## src/rtl/mips_pkg.sv

```systemverilog
// Shared MIPS-32 core definitions: opcodes, fetch FSM encoding and reset vector.
package mips_pkg;

  localparam logic [5:0] R_TYPE = 6'h00;
  localparam logic [5:0] LW     = 6'h23;
  localparam logic [5:0] SW     = 6'h2B;
  localparam logic [5:0] ADDI   = 6'h08;
  localparam logic [5:0] BEQ    = 6'h04;
  localparam logic [5:0] J      = 6'h02;

  localparam int          INSTR_BYTES      = 4;
  localparam logic [31:0] RESET_PC_DEFAULT = 32'h0000_0000;

  typedef enum logic [1:0] {
    IDLE = 2'd0,
    REQ  = 2'd1,
    WAIT = 2'd2,
    HOLD = 2'd3
  } fetch_state_t;

endpackage

```

## src/rtl/next_pc_calc.sv

```systemverilog
// Combinational next-PC select: jump beats taken branch beats sequential pc_plus4.
module next_pc_calc #(
  parameter int ADDR_WIDTH = 32,
  parameter int DATA_WIDTH = 32
) (
  input  logic [ADDR_WIDTH-1:0] pc_plus4,
  input  logic [DATA_WIDTH-1:0] instr,
  input  logic                  jump,
  input  logic                  branch,
  input  logic                  zero,
  output logic [ADDR_WIDTH-1:0] next_pc
);

  logic [ADDR_WIDTH-1:0] jump_target;
  logic [ADDR_WIDTH-1:0] branch_target;

  // Opcode bits play no part in target arithmetic.
  wire unused_opcode = ^instr[DATA_WIDTH-1:26];

  assign jump_target   = {pc_plus4[ADDR_WIDTH-1:28], instr[25:0], 2'b00};
  assign branch_target = pc_plus4 + {{(ADDR_WIDTH-18){instr[15]}}, instr[15:0], 2'b00};

  always_comb begin
    next_pc = pc_plus4;
    if (jump) begin
      next_pc = jump_target;
    end else if (branch && zero) begin
      next_pc = branch_target;
    end
  end

endmodule

```

## src/rtl/instr_fetch_unit.sv

```systemverilog
// Program counter plus IDLE/REQ/WAIT/HOLD fetch sequencer for a variable-latency instruction memory.
// The captured word is held until retired (i_retire with no i_stall); fetch is one request at a time.
module instr_fetch_unit
  import mips_pkg::*;
#(
  parameter int                    ADDR_WIDTH = 32,
  parameter int                    DATA_WIDTH = 32,
  parameter logic [ADDR_WIDTH-1:0] RESET_PC   = RESET_PC_DEFAULT
) (
  input  logic                  clk,
  input  logic                  rst_n,
  output logic                  o_imem_req,
  output logic [ADDR_WIDTH-1:0] o_imem_addr,
  input  logic                  i_imem_valid,
  input  logic [DATA_WIDTH-1:0] i_imem_rdata,
  output logic [DATA_WIDTH-1:0] o_instr,
  output logic                  o_instr_valid,
  output logic [ADDR_WIDTH-1:0] o_pc,
  output logic [ADDR_WIDTH-1:0] o_pc_plus4,
  input  logic                  i_jump,
  input  logic                  i_branch,
  input  logic                  i_zero,
  input  logic                  i_stall,
  input  logic                  i_retire,
  output logic [31:0]           o_retired_cnt
);

  fetch_state_t          state_q;
  fetch_state_t          state_d;
  logic [ADDR_WIDTH-1:0] pc_q;
  logic [ADDR_WIDTH-1:0] next_pc;
  logic                  retire;
  logic                  accept;

  assign o_pc        = pc_q;
  assign o_imem_addr = pc_q;
  assign o_pc_plus4  = pc_q + ADDR_WIDTH'(INSTR_BYTES);

  assign retire = (state_q == HOLD) && i_retire && !i_stall;
  assign accept = (state_q == WAIT) && i_imem_valid;

  next_pc_calc #(
    .ADDR_WIDTH(ADDR_WIDTH),
    .DATA_WIDTH(DATA_WIDTH)
  ) u_next_pc (
    .pc_plus4(o_pc_plus4),
    .instr   (o_instr),
    .jump    (i_jump),
    .branch  (i_branch),
    .zero    (i_zero),
    .next_pc (next_pc)
  );

  always_comb begin
    state_d    = state_q;
    o_imem_req = 1'b0;
    case (state_q)
      IDLE: state_d = REQ;
      REQ: begin
        o_imem_req = 1'b1;
        state_d    = WAIT;
      end
      WAIT: if (accept) state_d = HOLD;
      HOLD: if (retire) state_d = REQ;
      default: state_d = IDLE;
    endcase
  end

  always_ff @(posedge clk) begin
    if (!rst_n) begin
      state_q       <= IDLE;
      pc_q          <= RESET_PC;
      o_instr       <= '0;
      o_instr_valid <= 1'b0;
      o_retired_cnt <= '0;
    end else begin
      state_q <= state_d;
      if (accept) begin
        o_instr       <= i_imem_rdata;
        o_instr_valid <= 1'b1;
      end
      // o_instr is left as-is on retire; only the valid flag drops until the next capture.
      if (retire) begin
        pc_q          <= next_pc;
        o_instr_valid <= 1'b0;
        o_retired_cnt <= o_retired_cnt + 32'd1;
      end
    end
  end

endmodule

```

## config.mk

```make
export PLATFORM = sky130hd
export DESIGN_NAME = instr_fetch_unit
export DESIGN_NICKNAME = d
export VERILOG_FILES = /design/src/rtl/mips_pkg.sv /design/src/rtl/next_pc_calc.sv /design/src/rtl/instr_fetch_unit.sv
export SDC_FILE = /design/constraint.sdc
export NUM_CORES = 1
export LEC_CHECK = 0
export BUFFER_PORTS_ARGS = -buffer_cell sky130_fd_sc_hd__buf_2
export CORE_MARGIN = 3
export CORE_UTILIZATION = 55
export DETAILED_ROUTE_END_ITERATION = 6
export GPL_TIMING_DRIVEN = 0
export PLACE_DENSITY = 0.85
export SLEW_MARGIN = 20
export SYNTH_ARGS = -nofsm -noshare
export SYNTH_HDL_FRONTEND = slang
export SYNTH_SLANG_ARGS = --single-unit
```

## constraint.sdc

```tcl
create_clock -name clk -period 7.96 [get_ports clk]
set_input_delay 1.194 -clock clk [delete_from_list [all_inputs] [get_ports clk]]
set_output_delay 1.194 -clock clk [all_outputs]
set_load 0.01 [all_outputs]
```

==> metrics <==
status finished with violations; failing checks DRC; hpwl dp 15.9 mm; required time of the critical path 8180 ps; Layout Nets 1159; area grow syn2layout 22.0%; vias in the first global route 6316; GRT met1 Usage 39.7%; Yosys top cell by area dfxtp_1; xor and xnor area share after synthesis 10.0%; GP Congestion 0.973; Final WS setup 3400 ps; simple-gate share of the synthesized area 24.5%; worst min path class reg2reg; worst hold stages 2; share of the synthesized area in the top cell type 29.4%; Max clock buf depth 2; Mean Syn Cell Area 7.61 um^2; met3 Track Usage GR 6.63%; clock group share of total power 35.4%; total gr overflow 0; Die Wd 116 um; post-CTS setup buffers 0; GR Util All Layers 30.2%; Inserted Clock Buffers 9; CTS tree built; Max Freq 0.219 GHz; slew margin rel. 32.1%; Post-synth EDFFs 0; CTS resizes 0; 1st-pass router iterations 7; Hold Path Origin o_instr[30]$_SDFFE_PN0P_; RR Startpoint o_imem_addr[2]$_SDFFE_PN0P_; WHS Endpoint o_instr[30]$_SDFFE_PN0P_; crit-path max FO 8; crit path DAT 4790 ps; most frequent cells in the layout 195 x buf_2, 146 x nand2_1, 97 x dfxtp_1; Diodes inserted 0; Worst IR Drop VDD 0.000156 V; final hold violation count 0; routed wire length 20.7 mm; Starting Density 57.1%; Synth Area in Compound Gates 20.0%; most used routing layer met2; FF-to-FF End o_imem_addr[31]$_SDFFE_PN0P_; total negative setup slack 0 ps; P_leak 0.00389 uW; worst setup path class reg2reg; hold_buf cts 0; Setup Skew 5.06 ps; number of cells produced by synthesis 867; largest net degree at the start of global routing 26; initial antenna violation count 0; post-DR wirelength/cell 16.9 um; reg2reg path depth 16; Routed Antenna Nets 0; Comb power frac 20.1%; CP cell instances ha_1 -> nand3_1 -> nor3_2 -> nor2b_1 -> nand2_1 -> xnor2_1 -> ha_1 -> nand2_1 -> nor3_1 -> a21oi_1 -> nand3_1 -> a221oi_1 -> o31ai_1 -> a22oi_1 -> xor2_1 -> a21oi_1; Cell Count, Final, Fillers Out 1225; fin area 0.00806 mm^2; post-synthesis sequential area ratio 29.4%; share of cells above drive strength 1 24.6%; # DRC 9; Psw 400 uW; CP peak stage delay 650 ps; num rows 39; CP Capture Type flip-flop; clk slew on worst S/H paths 70 ps; crit path max-delay cell type a221oi_1; most common cell after layout, fill and taps aside buf_2; max-cap violation count 0; Pint 819 uW; H-tree levels 3; post-synthesis mux area share 0.607%; Sw Ratio 32.8%; largest family of logic cells by synthesized area simple AND/OR/NAND/NOR gates; via count 7130; register share of total power 44.5%; root buf cell clkbuf_16; IO Count 202; Least-Margin Pin Slew 1020 ps; CTS sink cnt 97; die extent in y 116 um; Syn. warnings 0; Clock Latency Late Sink 360 ps; synthesized area 0.00660 mm^2; setup slack, reg-to-reg 3400 ps; die area 0.0134 mm^2; Port Buffers 194; critical path launch point type flip-flop; Final Max Tran Viols 0; Inst Count DP 1209; post-synthesis cell type count 66; async set or reset register ratio after synthesis 0%; Tcrit/Tclk final 57.3%; WP buf/inv 0; Power Dens Cells 151 mW/mm^2; met2 usage 49.5%; CORE AREA 0.0116 mm^2; CP top delay family simple AND/OR/NAND/NOR gates; dominant synthesized flop cell dfxtp_1; flops & latches, synth 97; first-pass GRT wire length 31.8 mm; Final Power 1220 uW; endpoints failing setup 0; number of DRC markers in iteration 0 646; largest cells by area after synthesis dfxtp_1 29%, nand2_1 8.3%, ha_1 7.8%; Placed Instance Area 0.00777 mm^2; RSZ-0062 raised after global routing false; Synth Area in Adders 8.07%; DR vias/cell 5.82; Tmin final 4560 ps; Placement Setup Slack 3520 ps
## worst max path at each step
stage,endpoint,cells after the start,startpoint
final,o_imem_addr[31]$_SDFFE_PN0P_,16,o_imem_addr[2]$_SDFFE_PN0P_
after CTS,o_imem_addr[31]$_SDFFE_PN0P_,16,o_imem_addr[2]$_SDFFE_PN0P_
after global routing,o_imem_addr[31]$_SDFFE_PN0P_,16,o_imem_addr[2]$_SDFFE_PN0P_
after global placement,o_imem_addr[31]$_SDFFE_PN0P_,16,o_imem_addr[2]$_SDFFE_PN0P_
after detailed placement,o_imem_addr[31]$_SDFFE_PN0P_,16,o_imem_addr[2]$_SDFFE_PN0P_
after floorplan,o_imem_addr[31]$_SDFFE_PN0P_,16,o_imem_addr[2]$_SDFFE_PN0P_
## registers in the layout (all words and copies together), names as in the netlist
register / count
o_instr: 32
o_retired_cnt: 32
o_imem_addr: 30
state_q: 2
o_instr_valid: 1
## metal layers
layer  vias up  share of wire (%)
met2       434                 46
met4         0                2.6
li1       3420                  -
met1      3215                 41
met3        61                 11
met5         -                  0
## through the flow
step,hold slack [ps],util (%)
2_1_floorplan,481,-
3_3_place_gp,440,67.2
3_5_place_dp,443,67.2
4_1_cts,453,69.7
5_1_grt,491,69.7
6_report,451,69.7
## worst reg2reg max path, delay by kind of cell (launching register included)
family,cells,cell delay (ps)
compound gates,5,1340
xor+xnor,2,480
fa+ha+maj,2,610
flops,1,480
simple gates,7,1510
## synthesized netlist by cell type, types with 19 or more instances
| master | n |
|---|---|
| a21o_1 | 19 |
| a21oi_1 | 86 |
| buf_4 | 36 |
| clkbuf_1 | 33 |
| dfxtp_1 | 97 |
| ha_1 | 41 |
| nand2_1 | 146 |
| nor2_1 | 75 |
| nor3_1 | 19 |
| o21ai_0 | 38 |
| xnor2_1 | 36 |
| xor2_1 | 36 |
## cell families after synthesis
group,Yosys count
XOR/XNOR,74
AO/OA/AOI/OAI,216
multiplexers,4
AND/OR/NAND/NOR,341
adder cells (fa/ha/maj),42
buffers and inverters,92
flip-flops,97
other,1
## power groups by stage
| stage | Sequential [uW] | Clock [uW] | Combinational, uW |
|---|---|---|---|
| 3_3_place_gp | 552 | 0 | 235 |
| 4_1_cts | 542 | 435 | 242 |
| 5_1_grt | 546 | 454 | 271 |
| 2_1_floorplan | 553 | 0 | 150 |
| 6_report | 543 | 432 | 245 |
| 3_5_place_dp | 553 | 0 | 240 |
## final cells by class
| class | count | area [um^2] |
|---|---|---|
| multi-input combinational | 683 | 4200 |
| fill | 983 | 3510 |
| sequential | 97 | 1940 |
| timing repair buffer | 194 | 971 |
| buffer | 73 | 410 |
| clock buffer | 9 | 225 |
| tap | 143 | 179 |
| inverter | 19 | 71.3 |
| clock inverter | 7 | 60.1 |
No activity file was read; power rests on OpenSTA's default activity.
